<file path="src/rtl/dm_ctrl.sv">
// Load/store controller between the MEM stage and the word-only data memory.
// Latency: loads, SW and errors respond 1 cycle after accept; SH/SB respond after 2 (read-modify-write).
// Backpressure: req_ready drops during the MERGE cycle and while reset is asserted.
module dm_ctrl #(
    parameter int DM_WORDS = 3072
) (
    input  logic        clk,
    input  logic        rst,
    input  logic        req_valid,
    output logic        req_ready,
    input  logic [2:0]  req_op,
    input  logic [31:0] req_addr,
    input  logic [31:0] req_wdata,
    input  logic [31:0] req_pc,
    output logic        resp_valid,
    output logic [31:0] resp_rdata,
    output logic        resp_err,
    output logic [31:0] dm_addr,
    output logic [31:0] dm_wd,
    output logic        dm_wr,
    output logic [31:0] dm_pc,
    input  logic [31:0] dm_rd
);

    typedef enum logic [0:0] {
        IDLE  = 1'b0,
        MERGE = 1'b1
    } state_t;

    localparam logic [2:0] OP_LW  = 3'd0;
    localparam logic [2:0] OP_LH  = 3'd1;
    localparam logic [2:0] OP_LHU = 3'd2;
    localparam logic [2:0] OP_LB  = 3'd3;
    localparam logic [2:0] OP_LBU = 3'd4;
    localparam logic [2:0] OP_SW  = 3'd5;
    localparam logic [2:0] OP_SH  = 3'd6;
    localparam logic [2:0] OP_SB  = 3'd7;

    // First byte address past the end of the memory.
    localparam logic [31:0] ADDR_LIMIT = 32'(4 * DM_WORDS);

    state_t      state_q, state_d;
    logic        resp_valid_q, resp_valid_d;
    logic [31:0] resp_rdata_q, resp_rdata_d;
    logic        resp_err_q, resp_err_d;

    // Read-modify-write buffers captured on the accept cycle of SH/SB.
    logic [31:0] old_q, old_d;
    logic [31:0] addr_q, addr_d;
    logic [2:0]  op_q, op_d;
    logic [15:0] wdata_q, wdata_d;
    logic [31:0] pc_q, pc_d;

    logic        accept;
    logic        misaligned;
    logic        out_of_range;
    logic        req_err;
    logic [7:0]  byte_sel;
    logic [15:0] half_sel;
    logic [31:0] load_ext;
    logic [31:0] merge_wd;

    assign req_ready  = rst && (state_q == IDLE);
    assign accept     = req_valid && req_ready;
    assign resp_valid = resp_valid_q;
    assign resp_rdata = resp_rdata_q;
    assign resp_err   = resp_err_q;

    // Alignment and range checks on the incoming request.
    always_comb begin
        misaligned = 1'b0;
        case (req_op)
            OP_LW, OP_SW:          misaligned = (req_addr[1:0] != 2'b00);
            OP_LH, OP_LHU, OP_SH:  misaligned = req_addr[0];
            default:               misaligned = 1'b0;
        endcase
        out_of_range = (req_addr >= ADDR_LIMIT);
        req_err      = misaligned || out_of_range;
    end

    // Little-endian lane selection and extension of the word read from memory.
    always_comb begin
        byte_sel = dm_rd[7:0];
        case (req_addr[1:0])
            2'd0:    byte_sel = dm_rd[7:0];
            2'd1:    byte_sel = dm_rd[15:8];
            2'd2:    byte_sel = dm_rd[23:16];
            default: byte_sel = dm_rd[31:24];
        endcase
        half_sel = req_addr[1] ? dm_rd[31:16] : dm_rd[15:0];
        load_ext = dm_rd;
        case (req_op)
            OP_LH:   load_ext = {{16{half_sel[15]}}, half_sel};
            OP_LHU:  load_ext = {16'h0000, half_sel};
            OP_LB:   load_ext = {{24{byte_sel[7]}}, byte_sel};
            OP_LBU:  load_ext = {24'h000000, byte_sel};
            default: load_ext = dm_rd;
        endcase
    end

    // Old word with only the target lane replaced by the latched store data.
    always_comb begin
        merge_wd = old_q;
        if (op_q == OP_SB) begin
            case (addr_q[1:0])
                2'd0:    merge_wd = {old_q[31:8], wdata_q[7:0]};
                2'd1:    merge_wd = {old_q[31:16], wdata_q[7:0], old_q[7:0]};
                2'd2:    merge_wd = {old_q[31:24], wdata_q[7:0], old_q[15:0]};
                default: merge_wd = {wdata_q[7:0], old_q[23:0]};
            endcase
        end else begin
            merge_wd = addr_q[1] ? {wdata_q, old_q[15:0]} : {old_q[31:16], wdata_q};
        end
    end

    // Next-state, memory port and response logic.
    always_comb begin
        state_d      = state_q;
        resp_valid_d = 1'b0;
        resp_rdata_d = 32'h0;
        resp_err_d   = 1'b0;
        old_d        = old_q;
        addr_d       = addr_q;
        op_d         = op_q;
        wdata_d      = wdata_q;
        pc_d         = pc_q;
        dm_addr      = {req_addr[31:2], 2'b00};
        dm_wd        = req_wdata;
        dm_wr        = 1'b0;
        dm_pc        = req_pc;

        case (state_q)
            IDLE: begin
                if (accept) begin
                    if (req_err) begin
                        resp_valid_d = 1'b1;
                        resp_err_d   = 1'b1;
                    end else if (req_op == OP_SW) begin
                        dm_wr        = 1'b1;
                        resp_valid_d = 1'b1;
                    end else if ((req_op == OP_SH) || (req_op == OP_SB)) begin
                        old_d   = dm_rd;
                        addr_d  = req_addr;
                        op_d    = req_op;
                        wdata_d = req_wdata[15:0];
                        pc_d    = req_pc;
                        state_d = MERGE;
                    end else begin
                        resp_valid_d = 1'b1;
                        resp_rdata_d = load_ext;
                    end
                end
            end
            MERGE: begin
                dm_addr      = {addr_q[31:2], 2'b00};
                dm_pc        = pc_q;
                dm_wd        = merge_wd;
                // A reset landing on this cycle abandons the write.
                dm_wr        = rst;
                resp_valid_d = 1'b1;
                state_d      = IDLE;
            end
            default: begin
                state_d = IDLE;
            end
        endcase
    end

    // State, response and buffer registers with synchronous active-low reset.
    always_ff @(posedge clk) begin
        if (!rst) begin
            state_q      <= IDLE;
            resp_valid_q <= 1'b0;
            resp_rdata_q <= 32'h0;
            resp_err_q   <= 1'b0;
            old_q        <= 32'h0;
            addr_q       <= 32'h0;
            op_q         <= 3'd0;
            wdata_q      <= 16'h0;
            pc_q         <= 32'h0;
        end else begin
            state_q      <= state_d;
            resp_valid_q <= resp_valid_d;
            resp_rdata_q <= resp_rdata_d;
            resp_err_q   <= resp_err_d;
            old_q        <= old_d;
            addr_q       <= addr_d;
            op_q         <= op_d;
            wdata_q      <= wdata_d;
            pc_q         <= pc_d;
        end
    end

endmodule

</file>
<file path="config.mk">
export PLATFORM = sky130hd
export DESIGN_NAME = dm_ctrl
export DESIGN_NICKNAME = d
export VERILOG_FILES = /design/src/rtl/dm_ctrl.sv
export SDC_FILE = /design/constraint.sdc
export NUM_CORES = 1
export LEC_CHECK = 0
export BUFFER_PORTS_ARGS = -buffer_cell sky130_fd_sc_hd__buf_2
export CORE_ASPECT_RATIO = 2
export CORE_MARGIN = 4
export CORE_UTILIZATION = 52
export CTS_BUF_LIST = sky130_fd_sc_hd__clkbuf_4
export CTS_CLUSTER_SIZE = 28
export DETAILED_ROUTE_END_ITERATION = 10
export PLACE_DENSITY = 0.83
export SETUP_SLACK_MARGIN = 0.05
export SLEW_MARGIN = 20
export SYNTH_ARGS = -nofsm -noshare
export SYNTH_HDL_FRONTEND = slang
export SYNTH_SLANG_ARGS = --single-unit
</file>
<file path="constraint.sdc">
create_clock -name clk -period 2.4 [get_ports clk]
set_clock_uncertainty 0.15 [all_clocks]
set_input_delay 0.12 -clock clk [delete_from_list [all_inputs] [get_ports clk]]
set_output_delay 0.12 -clock clk [all_outputs]
set_load 0.01 [all_outputs]
</file>
==> impl_metrics.env <==
export IMPL_status="finished, final reports clean"
export IMPL_drc=0
export IMPL_synth_mux_area_share_pct=13.4
export IMPL_drv_slew=0
export IMPL_setup_viol=0
export IMPL_p_per_area_mw_per_mm2=488
export IMPL_root_buffer="clkbuf_4"
export IMPL_grt_pass1_vias=7913
export IMPL_numCtsBuffers=17
export IMPL_fillers=1041
export IMPL_design_core_area_mm2=0.0144
export IMPL_drt_iter0_drc=555
export IMPL_p_total_w=0.00509
export IMPL_path_delay_family="buffers and inverters"
export IMPL_synthesis_area_mm2=0.00756
export IMPL_clock_sinks=150
export IMPL_fin_nets=1413
export IMPL_slew_headroom_pct=48.0
export IMPL_dieHeight_um=179
export IMPL_final_common_cell="buf_2"
export IMPL_via_count=8294
export IMPL_yosys_warnings=0
export IMPL_dpl_hpwl_mm=16.5
export IMPL_area_growth_pct=38.2
export IMPL_drtPass1Iterations=7
export IMPL_multi_input_area_mm2=0.00415
export IMPL_fin_crit_ns=2.30
export IMPL_min_period_over_period_pct=95.8
export IMPL_synth_area_top_cells="dfxtp_1, nand2_1, mux2_2"
export IMPL_timing_worst_setup_path_type="in2reg"
export IMPL_cp_cell_sequence="dlygate4sd3_1, buf_2, nor2_1, nand2_1, a311oi_4, buf_4, dlygate4sd3_1, and2b_2"
export IMPL_tns_ns=0
export IMPL_synth_edf_count=0
export IMPL_yosysTopAreaCell="dfxtp_1"
export IMPL_timing_final_hold_violations=0
export IMPL_cp_max_fo=5
export IMPL_worst_slew_pin_slew_ns=0.776
export IMPL_rsz0062_at_grt="no"
export IMPL_synth_top_family_by_area="simple AND/OR/NAND/NOR gates"
export IMPL_grt_overflow=0
export IMPL_max_cap_violations=0
export IMPL_final_area_mm2=0.0104
export IMPL_via_per_inst=5.59
export IMPL_fp_dieW_um=93.3
export IMPL_synthAdderAreaFrac_pct=1.06
export IMPL_crit_top_cell="dlygate4sd3_1"
export IMPL_cts_tree="yes"
export IMPL_synth_distinct_cells=52
export IMPL_placed_area_mm2=0.00895
export IMPL_grt_start_max_net_pins=130
export IMPL_synthArstFlopShare_pct=0
export IMPL_cp_start_kind="input pin"
export IMPL_regArea_mm2=0.00302
export IMPL_synth_flop_cell="dfxtp_1"
export IMPL_synth_xor_area_share_pct=0
export IMPL_initial_utilization_pct=52.7
export IMPL_io_pins=266
export IMPL_hold_path_class="in2reg"
export IMPL_cpPeakStageDelay_ns=0.60
export IMPL_wl_mm=25.5
export IMPL_yosys_register_bits=150
export IMPL_portBuffers=263
export IMPL_syn_inst=947
export IMPL_ir_drop_uv=302
export IMPL_final_layout_size_suffix_gt1_share_pct=32.2
export IMPL_gp_congestion=0.953
export IMPL_drt_wirelength_per_cell_um=17.1
export IMPL_crit_buf_inv=4
export IMPL_arrival_ns=2.60
export IMPL_worst_ep_required_time_ns=2.71
export IMPL_final_util_pct=72.8
export IMPL_die_area_mm2=0.0166
export IMPL_most_common_layout_cells="buf_2, nand2_1, dfxtp_1, o21ai_0, dlygate4sd3_1"
export IMPL_track_usage_pct=29.1
export IMPL_antenna_found_initial=1
export IMPL_hold_worst_slack_ns=0.0589
export IMPL_path_clk_slew_ns=0.15
export IMPL_synth_top_area_share_pct=39.7
export IMPL_yosys_area_share_simple_pct=20.8
export IMPL_end_kind="flop"
export IMPL_cpMaxStageDelayCell="dlygate4sd3_1"
export IMPL_clock_latency_ns=0.52
export IMPL_fmax_mhz=435
export IMPL_grt_pass1_wl_mm=38.7
export IMPL_rows=62
export IMPL_h_tree_depth=4
export IMPL_syn_area_per_cell_um2=7.98
export IMPL_p_leak_nw=4.53
export IMPL_clockBufferDepth=2
export IMPL_ant_nets=0
export IMPL_synth_compound_area_share_pct=18.8
export IMPL_ys_seq_area_share_pct=39.7
==> final cells by class <==
| cell class | instances | area share, % |
|---|---|---|
| diodes | 1 | 0.0240 |
| clock buffers | 17 | 1.22 |
| clock inverters | 15 | 2.00 |
| inverters | 23 | 0.827 |
| multi-input cells | 697 | 39.7 |
| flip-flops and latches | 150 | 28.9 |
| well taps | 192 | 2.30 |
| repair buffers | 390 | 25.0 |
==> metal layers <==
metal / part of all wire, % / vias to the layer above / track usage [%]
met5: 0 / - / 0
met4: 5.2 / 0 / 16.0
met3: 6.9 / 111 / 5.49
met2: 52 / 477 / 51.5
met1: 36 / 3785 / 32.0
li1: - / 3921 / -
==> worst paths after layout <==
path | from | slack [ns] | end | cells after the start
worst min-delay path | req_addr[23] | 0.06 | state_q | 5
worst max-delay path | req_op[0] | 0.10 | resp_err | 8
worst min register to register | old_q[31] | 0.31 | old_q[31] | 2
worst max register to register | state_q | 0.24 | old_q[7] | 6
==> report_power, final <==
part / leakage (nW) / switching [W] / total [W] / internal, W
clock network: 0.177 / 0.00105 / 0.00182 / 0.000772
registers: 1.21 / 0.000000329 / 0.00249 / 0.00249
logic: 3.14 / 0.000400 / 0.000781 / 0.000381
==> logic make-up (layout without fill, tap and decap cells) <==
family,count (synthesis),after routing
simple gates,356,356
compound gates,244,244
flops,150,150
buf+inv,101,445
mux,87,87
fa+ha+maj,8,8
other cells,1,3
==> synth_stat cells (9+ instances only) <==
cell      number
a21oi_1       40
a31oi_1       17
and2_1        16
and3_1        18
buf_2          9
buf_4         11
clkbuf_1      49
dfxtp_1      150
inv_1         21
mux2_2        64
mux2i_1       18
nand2_1      225
nand3_1       17
nor2_1        52
nor2b_1       11
o21ai_0      113
o21ai_1       30
o221ai_1      17
==> per-stage QoR <==
step	std cells	worst slack, ns
2_1_floorplan	948	0.654
3_3_place_gp	1345	0.329
3_5_place_dp	1345	0.283
4_1_cts	1479	0.0514
5_1_grt	1485	0.0501
6_report	1485	0.101
==> what timing repair did <==
item | 4_1_cts | 5_1_grt
hold buffers | 102 | 0
hold endpoints to repair | 130 | 0
endpoints found under the setup margin | 32 | 35
gates resized for setup | 9 | 13
setup buffers | 0 | 4
pin swaps | 1 | 5
cloned | 0 | 1
==> registers in the layout (all words and copies together) (netlist names) <==
register	count
op_q	3
state_q	1
addr_q	32
pc_q	32
resp_err	1
old_q	32
resp_valid	1
wdata_q	16
resp_rdata	32
==> worst reg2reg max path, cell delays in order, from the launching register on <==
cell,delay (ns)
dfxtp_4,0.40
and3b_1,0.24
o2111ai_1,0.16
nor3_4,0.42
nand2_1,0.09
dlygate4sd3_1,0.55
o21ai_0,0.07
Note: power is estimated with default switching activity, not from simulation.
